[config.mk]
export PLATFORM = sky130hd
export DESIGN_NAME = regfile_writeback_arbiter
export DESIGN_NICKNAME = d
export VERILOG_FILES = /design/src/rtl/rv_core_pkg.sv /design/src/rtl/regfile_writeback_arbiter_fifo.sv /design/src/rtl/regfile_writeback_arbiter.sv
export SDC_FILE = /design/constraint.sdc
export NUM_CORES = 1
export LEC_CHECK = 0
export CAP_MARGIN = 10
export CORE_MARGIN = 2
export CORE_UTILIZATION = 44
export DETAILED_ROUTE_END_ITERATION = 8
export HOLD_SLACK_MARGIN = 0.06
export MAX_ROUTING_LAYER = met4
export PLACE_DENSITY = 0.76
export SLEW_MARGIN = 10
export SYNTH_ARGS = -nofsm -noshare
export SYNTH_HDL_FRONTEND = slang
export SYNTH_HIERARCHICAL = 1
export SYNTH_SLANG_ARGS = --single-unit
[constraint.sdc]
create_clock -name clk -period 4 [get_ports clk]
set_input_delay 0.4 -clock clk [delete_from_list [all_inputs] [get_ports clk]]
set_output_delay 0.4 -clock clk [all_outputs]
set_load 0.005 [all_outputs]
[src/rtl/rv_core_pkg.sv]
// Shared core types: register index, data width and
// the writeback request bundle used by ALU, loads and FIFO.
package rv_core_pkg;

  localparam int XLEN     = 64;
  localparam int REGIDX_W = 5;

  localparam logic [REGIDX_W-1:0] REG_ZERO = '0;

  typedef struct packed {
    logic [REGIDX_W-1:0] rd;
    logic [XLEN-1:0]     data;
  } wb_req_t;

endpackage

[src/rtl/regfile_writeback_arbiter_fifo.sv]
// wb_sync_fifo: width/depth parameterised synchronous FIFO
// with async active-high reset and full/empty/count status.
module wb_sync_fifo #(
  parameter  int WIDTH = 8,
  parameter  int DEPTH = 2,
  localparam int AW    = $clog2(DEPTH),
  localparam int CW    = AW + 1
) (
  input  logic             clk,
  input  logic             rst,
  input  logic             push,
  input  logic [WIDTH-1:0] din,
  input  logic             pop,
  output logic [WIDTH-1:0] dout,
  output logic             full,
  output logic             empty,
  output logic [CW-1:0]    count
);

  logic [WIDTH-1:0] mem [DEPTH];
  logic [AW-1:0]    wr_ptr;
  logic [AW-1:0]    rd_ptr;
  logic             do_push;
  logic             do_pop;

  assign full    = (count == CW'(DEPTH));
  assign empty   = (count == '0);
  assign do_push = push && !full;
  assign do_pop  = pop && !empty;
  assign dout    = mem[rd_ptr];

  always_ff @(posedge clk) begin
    if (do_push) mem[wr_ptr] <= din;
  end

  // Power-of-two depth lets the pointers wrap on overflow.
  always_ff @(posedge clk or posedge rst) begin
    if (rst) begin
      wr_ptr <= '0;
      rd_ptr <= '0;
      count  <= '0;
    end else begin
      if (do_push) wr_ptr <= wr_ptr + 1'b1;
      if (do_pop)  rd_ptr <= rd_ptr + 1'b1;
      count <= count + CW'(do_push) - CW'(do_pop);
    end
  end

endmodule

[src/rtl/regfile_writeback_arbiter.sv]
// Register-file write port arbiter: ALU priority, buffered loads,
// anti-starvation alu_hold. Define WB_BYPASS_EN for fwd_* outputs.
module regfile_writeback_arbiter
  import rv_core_pkg::*;
#(
  parameter int LD_FIFO_DEPTH = 2,
  parameter int STARVE_MAX    = 4
) (
  input  logic                clk,
  input  logic                rst,
  input  logic                alu_valid,
  input  logic [REGIDX_W-1:0] alu_rd,
  input  logic [XLEN-1:0]     alu_data,
  output logic                alu_hold,
  input  logic                ld_valid,
  output logic                ld_ready,
  input  logic [REGIDX_W-1:0] ld_rd,
  input  logic [XLEN-1:0]     ld_data,
  output logic                RegWrite,
  output logic [REGIDX_W-1:0] rd,
  output logic [XLEN-1:0]     write_data
`ifdef WB_BYPASS_EN
  ,
  output logic                fwd_valid,
  output logic [REGIDX_W-1:0] fwd_rd,
  output logic [XLEN-1:0]     fwd_data
`endif
);

  localparam int CW = $clog2(LD_FIFO_DEPTH) + 1;
  localparam int SW = $clog2(STARVE_MAX + 1);

  wb_req_t       ld_req;
  wb_req_t       head;
  wb_req_t       sel;
  logic          sel_valid;
  logic          ld_win;
  logic          wb_en;
  logic          full;
  logic          empty;
  logic [CW-1:0] count;
  logic [SW-1:0] starve_cnt;
  logic [SW-1:0] starve_nxt;
  logic          hold_nxt;

  assign ld_req   = '{rd: ld_rd, data: ld_data};
  assign ld_ready = !full;

  wb_sync_fifo #(
    .WIDTH ($bits(wb_req_t)),
    .DEPTH (LD_FIFO_DEPTH)
  ) u_fifo (
    .clk   (clk),
    .rst   (rst),
    .push  (ld_valid),
    .din   (ld_req),
    .pop   (ld_win),
    .dout  (head),
    .full  (full),
    .empty (empty),
    .count (count)
  );

  always_comb begin
    sel       = '0;
    sel_valid = 1'b0;
    ld_win    = 1'b0;
    unique case (1'b1)
      alu_valid: begin
        sel       = '{rd: alu_rd, data: alu_data};
        sel_valid = 1'b1;
      end
      (!alu_valid && !empty): begin
        sel       = head;
        sel_valid = 1'b1;
        ld_win    = 1'b1;
      end
      (!alu_valid && empty): ;
    endcase
  end

  // x0 entries still win (and pop) but never write.
  assign wb_en = sel_valid && (sel.rd != REG_ZERO);

  always_comb begin
    starve_nxt = starve_cnt;
    hold_nxt   = 1'b0;
    if (count == '0 || ld_win) begin
      starve_nxt = '0;
    end else if (starve_cnt == SW'(STARVE_MAX - 1)) begin
      starve_nxt = '0;
      hold_nxt   = 1'b1;
    end else begin
      starve_nxt = starve_cnt + 1'b1;
    end
  end

  always_ff @(posedge clk or posedge rst) begin
    if (rst) begin
      RegWrite   <= 1'b0;
      rd         <= '0;
      write_data <= '0;
      alu_hold   <= 1'b0;
      starve_cnt <= '0;
    end else begin
      RegWrite   <= wb_en;
      rd         <= sel.rd;
      write_data <= sel.data;
      alu_hold   <= hold_nxt;
      starve_cnt <= starve_nxt;
    end
  end

`ifdef WB_BYPASS_EN
  assign fwd_valid = wb_en;
  assign fwd_rd    = sel.rd;
  assign fwd_data  = sel.data;
`endif

endmodule
---- Word level (Yosys, flattened, before mapping) ----
Memory sizes are Yosys's and may differ from the RTL's.
Index checks and enable logic that the tools add are counted.
storage, ports and cells
  bits in registers ....................... 78
  RAM bits ................................ 138
  input bits .............................. 142
  logic and storage cells ................. 36
  memories ................................ 1
cells by class
  $add $sub $neg .......................... 5
  equality and inequality tests ........... 2
  muxes and demuxes ....................... 9
  reductions and logical operators ........ 11
memory list
  memory      depth  bits a word  read ports  clocked after memory_dff  wr ports  line                                  RTL
  u_fifo.mem  2      69           1           0                         1         regfile_writeback_arbiter_fifo.sv:20  logic [WIDTH-1:0] mem [DEPTH];
operators by type and width
  operator                                        number
  one-hot mux 69 bit (2 select lines)             1
  2-to-1 mux 1 bit                                6
  2-to-1 mux 3 bit                                2
  nonzero test 5 bit                              1
  logical AND 1 bit                               4
  adder 3 x 1 -> 3 bit (second input constant)    1
  == test 3 x 2 -> 1 bit (second input constant)  1
  zero test 1 bit                                 3
  adder 1 bit (second input constant)             2
  adder 2 x 1 -> 2 bit                            1
  == test 2 bit (second input constant)           1
  zero test 2 bit                                 1
  OR reduction 2 bit                              1
  subtractor 2 x 1 -> 2 bit                       1
  logical OR 1 bit                                1

---- Depth between registers and ports, before layout ----
Gate-level depths: netlist (run 1).
  depth in word-level cells ............... 6
  mapped depth ............................ 9
  mapped depth without buffers ............ 8

---- Hierarchy ----
The synthesis (run 1) kept the hierarchy.
modules (own cells, without submodules)
  module                     instances  cells an instance  area each (µm²)
  wb_sync_fifo               1          234                5,532.8
  regfile_writeback_arbiter  1          173                2,611.3

---- Least setup slack after synthesis (run 1) ----
Ideal clock, no wire load.
  kind .................................... reg2reg
  start ................................... register u_fifo.count[1]
  end ..................................... memory u_fifo/mem[0][0] in the netlist's numbering (enable)
  library setup time ...................... 496 ps
  arrival time ............................ 3,493 ps
  data required time ...................... 3,504 ps
  setup slack ............................. 11 ps
  stages on the path, launching flop included .. 4
  buffers on the path ..................... 0
  clock period less this slack ............ 3,989 ps
  path through ............................ dfrtp_1 nand2b_1 nand2_1 nor2_1
between the ends
  cells in the longest elaborated chain, start to end .. 5
RTL lines
  item                                    line                                  RTL
  start: declaration                      regfile_writeback_arbiter_fifo.sv:17  output logic [CW-1:0] count
  start signal: assignment                regfile_writeback_arbiter_fifo.sv:45  count <= count + CW'(do_push) - CW'(do_pop);
  == test 2 bit                           regfile_writeback_arbiter_fifo.sv:26  assign full = (count == CW'(DEPTH));
  zero test 1 bit                         regfile_writeback_arbiter_fifo.sv:28  assign do_push = push && !full;
  logical AND 1 bit                       regfile_writeback_arbiter_fifo.sv:28
  2-to-1 mux 1 bit                        regfile_writeback_arbiter_fifo.sv:33  if (do_push) mem[wr_ptr] <= din;
  2-to-1 mux 1 bit (not written as such)  regfile_writeback_arbiter_fifo.sv:33
  end: declaration                        regfile_writeback_arbiter_fifo.sv:20
Every way passes these cells.

---- Worst setup path after layout (run 1) ----
  start ................................... register u_fifo.count[1]
  end ..................................... register u_fifo.count[1]
between the ends
  cells in the longest elaborated chain, start to end .. 6
  elaborated cells on any way between the ends .. 10
RTL lines
  item                           line                                                                   RTL
  zero test 2 bit (*)            regfile_writeback_arbiter_fifo.sv:27                                   assign empty = (count == '0);
  named net empty                regfile_writeback_arbiter.sv:40                                        logic empty;
  zero test 1 bit (*)            regfile_writeback_arbiter_fifo.sv:29, regfile_writeback_arbiter.sv:73
  logical AND 1 bit              regfile_writeback_arbiter.sv:73                                        (!alu_valid && !empty): begin
  2-to-1 mux 1 bit               regfile_writeback_arbiter.sv:68                                        unique case (1'b1)
  logical AND 1 bit (*)          regfile_writeback_arbiter_fifo.sv:29                                   assign do_pop = pop && !empty;
  named net u_fifo.do_pop        regfile_writeback_arbiter_fifo.sv:24                                   logic do_pop;
  subtractor 2 x 1 -> 2 bit (*)  regfile_writeback_arbiter_fifo.sv:45
The timed path passes the listed nets; every way through them passes the cells marked *.
A chain may end at the register's enable or synchronous reset.

==> results of run 1 <==
## where the power goes
part / total (mW) / switching, mW / internal [mW]
Combinational: 1.91 / 0.728 / 1.18
Sequential: 3.26 / 0.264 / 2.99
Clock: 1.96 / 0.814 / 1.15
## cells in the final DEF (no fill, tap or decap), types with 2 or more instances in the layout
| cell type | count |
|---|---|
| clkinv_1 | 2 |
| xnor2_1 | 3 |
| clkinv_2 | 7 |
| clkbuf_16 | 23 |
| clkdlybuf4s50_1 | 212 |
| nor2_4 | 2 |
| a22o_1 | 69 |
| mux2_4 | 69 |
| ha_1 | 3 |
| buf_4 | 5 |
| edfxtp_1 | 138 |
| nor2_1 | 3 |
| clkbuf_1 | 7 |
| nor2b_1 | 3 |
| dfrtp_1 | 77 |
| inv_1 | 5 |
## area by class of cell
class / instances / share of cell area [%]
Antenna cell: 1 / 0.02252
Clock inverter: 11 / 0.8333
Clock buffer: 31 / 5.541
Multi-Input combinational cell: 162 / 16.43
Tap cell: 229 / 2.579
Inverter: 6 / 0.2140
Sequential cell: 216 / 54.90
Timing Repair Buffer: 218 / 19.48
## path summary, 6_finish.rpt
path                                                   to  slack, ps  depth (start not counted)
worst max-delay path            u_fifo/count[1]$_DFF_PP0_       1660                          8
worst max register to register  u_fifo/count[1]$_DFF_PP0_       1660                          8
max in group asynchronous        write_data[17]$_DFF_PP0_       2690                          3
worst min-delay path            u_fifo/wr_ptr$_DFFE_PP0P_        170                          2
min in group clk                 write_data[52]$_DFF_PP0_        420                          3
worst min register to register    starve_cnt[0]$_DFF_PP0_        450                          1
## per-stage QoR
stage	util [%]	power, mW
2_1_floorplan	-	4.561
3_3_place_gp	57.50	5.150
3_5_place_dp	57.50	5.236
4_1_cts	61.42	7.228
5_1_grt	61.43	7.462
6_report	61.43	7.129
## worst register-to-register path, delay by kind of cell, from the launching register on
kind | cells | cell delay [ps]
and+or+nand+nor | 3 | 1100
xor gates and xnor gates | 2 | 270
DFF | 1 | 420
buffers and inverters | 1 | 60
adders and majority gates | 2 | 410
## routing by layer
layer  global-route usage, %  part of all wire, %  wire length [um]  vias to the layer above
met3                   3.726                  7.5              1217                       34
li1                        -                    -                 -                     2020
met2                   28.47                   50              8120                      175
met5                       -                    0                 0                        -
met4                   4.732                  2.2               357                        0
met1                   20.23                   41              6635                     2162
## registers in the layout (all words and copies together), names as in the netlist
signal and cells:
u_fifo/mem 138, starve_cnt 3, rd 5, alu_hold 1, RegWrite 1, u_fifo/wr_ptr 1
u_fifo/count 2, write_data 64, u_fifo/rd_ptr 1
## cells by family after synthesis
| family | share of synthesized area (%) |
|---|---|
| flops | 74.85 |
| compound gates | 7.651 |
| simple gates | 0.9372 |
| mux | 12.72 |
| fa+ha+maj | 0.4609 |
| xor+xnor | 0.4303 |
| buf+inv | 2.950 |
==> load_flow_metrics.sql, run 1 <==
INSERT INTO impl_metrics (metric_group, metric, value, unit) VALUES
('run_status', 'run_status', 'complete, but fails checks', ''),
('run_status', 'violations', 'design-rule violations', ''),
('clock_network', 'cts_root_buffer', 'clkbuf_16', ''),
('floorplanning', 'placementRows', '49', ''),
('place', 'gpl_wtd_cong', '0.7197', ''),
('job', 'timing.max_cap.violations', '0', ''),
('clock_network', 'clk_transition_reported_paths', '60', 'ps'),
('power_and_ir_drop', 'pwr_density_cell', '641.7', 'nW/um^2'),
('finish', 'finalNonFillerCells', '874', ''),
('synth', 'synthFlopType', 'edfxtp_1', ''),
('power_and_ir_drop', 'max-vdd-ir-drop', '0.3672', 'mV'),
('finish', 'multi_input_area', '1826', 'um^2'),
('drt', 'post_drt_wl_per_cell', '18.69', 'um'),
('setup_path', 'critical-path-slowest-cell', 'nor2_4', ''),
('timing', 'slew-limit-headroom', '33.09', '%'),
('clock_network', 'clock_sink_count', '216', ''),
('grt', 'grt_first_pass_wirelength', '24.92', 'mm'),
('clock_network', 'tritoncts', 'built', ''),
('place', 'placed_cells_incl_taps', '831', ''),
('clock_network', 'ctsHtreeMaxLevel', '1', ''),
('finish', 'area_growth_syn_to_fin', '36.43', '%'),
('drt', 'antenna_violating_nets_left', '0', ''),
('place', 'detailedPlacementHpwl', '10.83', 'mm'),
('timing', 'rsz0062_at_grt', 'no', ''),
('setup_path', 'timing.critical_path.required', '4430', 'ps'),
('synth', 'post_synth_inst_count', '407', ''),
('setup_path', 'setup.worst_path.class', 'flop to flop', ''),
('synth', 'synth.yosys.seq_area_share', '74.85', '%'),
('drt', 'post_drt_via_cell_ratio', '5.024', ''),
('timing', 'worst_clock_skew', '15.24', 'ps'),
('clock_network', 'clock_latency_on_the_worst_skew_pair', '500', 'ps'),
('drt', 'drt_wl_total', '16.33', 'mm'),
('synth', 'yosysMostFrequentCell', 'edfxtp_1', ''),
('synth', 'synth-async-reset-ratio', '36.11', '%'),
('setup_path', 'cp-start-kind', 'flop', ''),
('timing', 'post-route-worst-setup-slack', '1665', 'ps'),
('power_and_ir_drop', 'leakage_power_of_the_design', '4.370', 'nW'),
('timing', 'highest_clock_rate', '428.3', 'MHz'),
('place', 'numPortBuffers', '213', ''),
('grt', 'tot_gr_track_use', '16.71', '%'),
('timing', 'hold-worst-slack', '171.6', 'ps'),
('drt', 'drc', '15', ''),
('finish', 'post_route_cells_drive_above_1_share', '17.55', '%'),
('clock_network', 'cts_buffers', '23', ''),
('finish', 'layout.nets', '772', ''),
('drt', 'drtIter0Drc', '184', ''),
('setup_path', 'crit_path_max_fanout', '34', ''),
('setup_path', 'timing.critical_path.arrival', '2760', 'ps'),
('setup_path', 'worstReg2RegStart', 'u_fifo/count[1]$_DFF_PP0_', ''),
('clock_network', 'hold_buffers', '0', ''),
('timing', 'setup-violations-final', '0', ''),
('drt', 'dr_total_vias', '4391', ''),
('timing', 'post-route-period-util', '58.38', '%'),
('place', 'post-place-ws', '1666', 'ps'),
('setup_path', 'timing.critical_path.slowest_cell_delay', '650', 'ps'),
('synth', 'yosysTopAreaCellShare', '50.88', '%'),
('synth', 'netlist_top_cells_count', '138 x edfxtp_1, 78 x dfrtp_1, 69 x a22o_1, 69 x mux2_4', ''),
('floorplanning', 'floorplan.die.height', '140.1', 'um'),
('finish', 'layout.filler_cells', '1312', ''),
('floorplanning', 'core_area', '18090', 'um^2'),
('clock_network', 'postCtsSetupBuffers', '0', ''),
('timing', 'number_of_hold_violations_in_the_final_report', '0', ''),
('place', 'dpl_cell_area', '10400', 'um^2'),
('synth', 'yosysTopAreaCell', 'edfxtp_1', ''),
('synth', 'syn_avg_cell_area', '20.01', 'um^2'),
('clock_network', 'postCtsResizedCells', '0', ''),
('synth', 'post_synth_instance_area', '8144', 'um^2'),
('grt', 'grt_max_degree', '73', ''),
('floorplanning', 'floorplan.die_area', '19610', 'um^2'),
('worst_hold_path', 'worst_hold_path_type', 'primary input to asynchronous set/reset pin', ''),
('drt', 'detail_route.first_pass.iterations', '9', '');
Note: power is estimated with default switching activity, not from simulation.
==> run 2: changes to the inputs <==
Settings changed: CORE_UTILIZATION 44 to 48, PLACE_DENSITY 0.76 to 0.79.
Clock period 4 ns to 2.45 ns, I/O delays scaled along.
==> run 2 against run 1 <==
The run now ends clean. Flip-flop and latch count did not move. Register-to-register slack got worse by 1300 ps. First-iteration DRC count rose by 17%. Sequential power rose by 58%. Critical path depth is 3 lower. Count of clock-buffer cells in the layout down 1. Combinational power rose by 77%. Core utilization increased by 6.2 points. Non-clock buffer count grew 8. Setup slack got worse by 1300 ps. Worst hold slack better by 81 ps.
==> load_flow_metrics.sql, run 2 (synthesis gave the netlist of run 1 again) <==
INSERT INTO impl_metrics (metric_group, metric, value, unit) VALUES
('finish', 'layout.cells.most_common', 'clkdlybuf4s50_1', ''),
('drt', 'dr_total_vias', '4423', ''),
('floorplanning', 'placementRows', '47', ''),
('power_and_ir_drop', 'p_clk_share', '28.1', '%'),
('setup_path', 'setup.worst_path.class', 'flop to flop', ''),
('clock_network', 'clk_transition_reported_paths', '60', 'ps'),
('timing', 'worst_clock_skew', '15.16', 'ps'),
('worst_hold_path', 'min_to', 'RegWrite$_DFF_PP0_', ''),
('power_and_ir_drop', 'pwr_density_cell', '1058', 'nW/um^2'),
('timing', 'worst_pin_slew', '583.7', 'ps'),
('power_and_ir_drop', 'sw_frac_of_total', '25.19', '%'),
('floorplanning', 'floorplan.die.height', '134.3', 'um'),
('drt', 'drtIter0Drc', '216', ''),
('power_and_ir_drop', 'overall_power_of_the_completed_layout', '11.87', 'mW'),
('timing', 'highest_clock_rate', '488.4', 'MHz'),
('job', 'timing.max_cap.violations', '0', ''),
('floorplanning', 'fp.dieW', '134.3', 'um'),
('setup_path', 'reg2regPathDepth', '5', ''),
('power_and_ir_drop', 'pwr-share-seq', '43.4', '%'),
('grt', 'grt_first_pass_wirelength', '25.50', 'mm'),
('floorplanning', 'floorplan.die_area', '18020', 'um^2'),
('setup_path', 'worstPathCellList', 'nor2_1 > nor2_4 > buf_4 > a22o_1 > or4_1', ''),
('setup_path', 'reg2reg_setup_slack', '400', 'ps'),
('floorplanning', 'floorplan.initialDensity', '49.11', '%'),
('finish', 'layout.nets', '780', ''),
('worst_hold_path', 'worst_hold_path_type', 'primary input to flop', ''),
('setup_path', 'timing.critical_path.slowest_cell_delay', '550', 'ps'),
('setup_path', 'cp_num_buf_inv', '1', ''),
('timing', 'totalNegativeSetupSlack', '0', 'ps'),
('finish', 'post_route_cells_drive_above_1_share', '18.74', '%'),
('timing', 'report.final.slew_viol_count', '0', ''),
('drt', 'drt_wl_total', '16.43', 'mm'),
('power_and_ir_drop', 'leakage_power_of_the_design', '4.431', 'nW'),
('clock_network', 'tritoncts', 'built', ''),
('clock_network', 'buffer_depth_of_the_longest_clock_path', '3', ''),
('clock_network', 'ctsHtreeMaxLevel', '1', ''),
('finish', 'number_of_flip_flops_in_the_largest_register', '138', ''),
('timing', 'setup-violations-final', '0', ''),
('finish', 'most-common-layout-cells', '212 x clkdlybuf4s50_1, 138 x edfxtp_1, 77 x dfrtp_1', ''),
('setup_path', 'worstReg2RegStart', 'u_fifo/count[1]$_DFF_PP0_', ''),
('grt', 'grt_antenna_before_repair', '1', ''),
('floorplanning', 'num_io_pins', '214', ''),
('grt', 'grt_max_degree', '75', ''),
('setup_path', 'critical-path-slowest-cell', 'or4_1', ''),
('worst_hold_path', 'hold_depth', '4', ''),
('setup_path', 'timing.critical_path.required', '2810', 'ps'),
('drt', 'antenna_violating_nets_left', '0', ''),
('clock_network', 'postCtsResizedCells', '0', ''),
('drt', 'detail_route.first_pass.iterations', '4', ''),
('setup_path', 'crit_path_max_fanout', '38', ''),
('grt', 'globalRouteOverflowTotal', '0', ''),
('drt', 'post_drt_via_cell_ratio', '5.066', ''),
('drt', 'post_drt_wl_per_cell', '18.82', 'um'),
('power_and_ir_drop', 'pwr-share-comb', '28.5', '%'),
('setup_path', 'critPathTopFamily', 'simple AND/OR/NAND/NOR gates', ''),
('power_and_ir_drop', 'max-vdd-ir-drop', '0.6316', 'mV'),
('setup_path', 'worstSetupEndpointType', 'flop', ''),
('grt', 'number_of_global_route_vias_before_repair', '4790', ''),
('timing', 'post-route-period-util', '83.57', '%'),
('run_status', 'run_status', 'finished clean', ''),
('timing', 'rsz0062_at_grt', 'no', ''),
('clock_network', 'clock_latency_on_the_worst_skew_pair', '500', 'ps'),
('power_and_ir_drop', 'internal_power', '8.881', 'mW'),
('setup_path', 'cp-start-kind', 'flop', ''),
('timing', 'slew-limit-headroom', '61.09', '%'),
('clock_network', 'cts_root_buffer', 'clkbuf_16', ''),
('grt', 'tot_gr_track_use', '18.94', '%'),
('finish', 'area_growth_syn_to_fin', '37.75', '%'),
('power_and_ir_drop', 'net-switching-power', '2.990', 'mW'),
('finish', 'reg_top3', 'u_fifo/mem: 138 flops, write_data: 64 flops, rd: 5 flops', ''),
('worst_hold_path', 'hp-start', 'alu_valid', ''),
('drt', 'drc', '0', ''),
('setup_path', 'timing.critical_path.arrival', '2410', 'ps'),
('finish', 'largest_register', 'u_fifo/mem', ''),
('setup_path', 'timing.critical_path.depth', '5', ''),
('floorplanning', 'core_area', '16580', 'um^2'),
('clock_network', 'postCtsSetupBuffers', '0', ''),
('setup_path', 'worstReg2RegEnd', 'RegWrite$_DFF_PP0_', ''),
('clock_network', 'clock_sink_count', '216', ''),
('place', 'numPortBuffers', '213', ''),
('timing', 'period_needed', '2047', 'ps'),
('place', 'gpl_wtd_cong', '0.7828', ''),
('timing', 'number_of_hold_violations_in_the_final_report', '0', ''),
('clock_network', 'hold_buffers', '1', ''),
('clock_network', 'cts_buffers', '23', ''),
('place', 'detailedPlacementHpwl', '11.02', 'mm');
[run 2: cell type report]
class,instances,area (um^2)
Sequential cell,216,6100
Fill cell,1093,5365
Timing Repair Buffer,226,2252
Multi-Input combinational cell,162,1826
Clock buffer,30,631.9
Tap cell,220,275.3
Clock inverter,11,105.1
Inverter,6,23.77
Antenna cell,2,5.005
[run 2: worst reg2reg max path: stages, from the launching register on]
cell     delay (ps)
dfrtp_1         410
nor2_1          340
nor2_4           90
buf_4           270
a22o_1          260
or4_1           550
[run 2: power by group through the flow]
stage | registers [mW] | logic, mW | clock network, mW
global route | 5.23 | 3.63 | 3.56
finish | 5.15 | 3.38 | 3.33
detailed placement | 5.22 | 3.39 | 0
CTS | 5.16 | 3.44 | 3.41
floorplan | 5.19 | 2.23 | 0
global placement | 5.18 | 3.30 | 0
[run 2: metal layers]
layer	share of wire, %	track usage [%]	wire (um)
met3	6.9	4.308	1131
met4	3.0	5.673	501
met5	0	-	0
met1	38	22.51	6315
met2	52	32.43	8482
[run 2: how the worst max path moves through the flow]
stage | from | slack (ps) | endpoint
2_1_floorplan | rst | 320 | RegWrite$_DFF_PP0_
3_3_place_gp | u_fifo/count[1]$_DFF_PP0_ | 580 | RegWrite$_DFF_PP0_
3_5_place_dp | u_fifo/count[1]$_DFF_PP0_ | 450 | RegWrite$_DFF_PP0_
4_1_cts | u_fifo/count[1]$_DFF_PP0_ | 400 | RegWrite$_DFF_PP0_
5_1_grt | u_fifo/count[1]$_DFF_PP0_ | 300 | RegWrite$_DFF_PP0_
6_report | u_fifo/count[1]$_DFF_PP0_ | 400 | RegWrite$_DFF_PP0_
[run 2: through the flow]
stage,hold slack (ps),setup WS [ps],util (%),instances,cell area [um^2]
finish,252.9,402.6,67.65,873,11220
global route,296.7,297.7,67.63,872,11220
CTS,240.3,400.6,67.62,871,11210
detailed placement,447.3,449.0,63.11,829,10470
global placement,429.0,576.1,63.11,829,10470
floorplan,11.08,323.4,-,407,8153
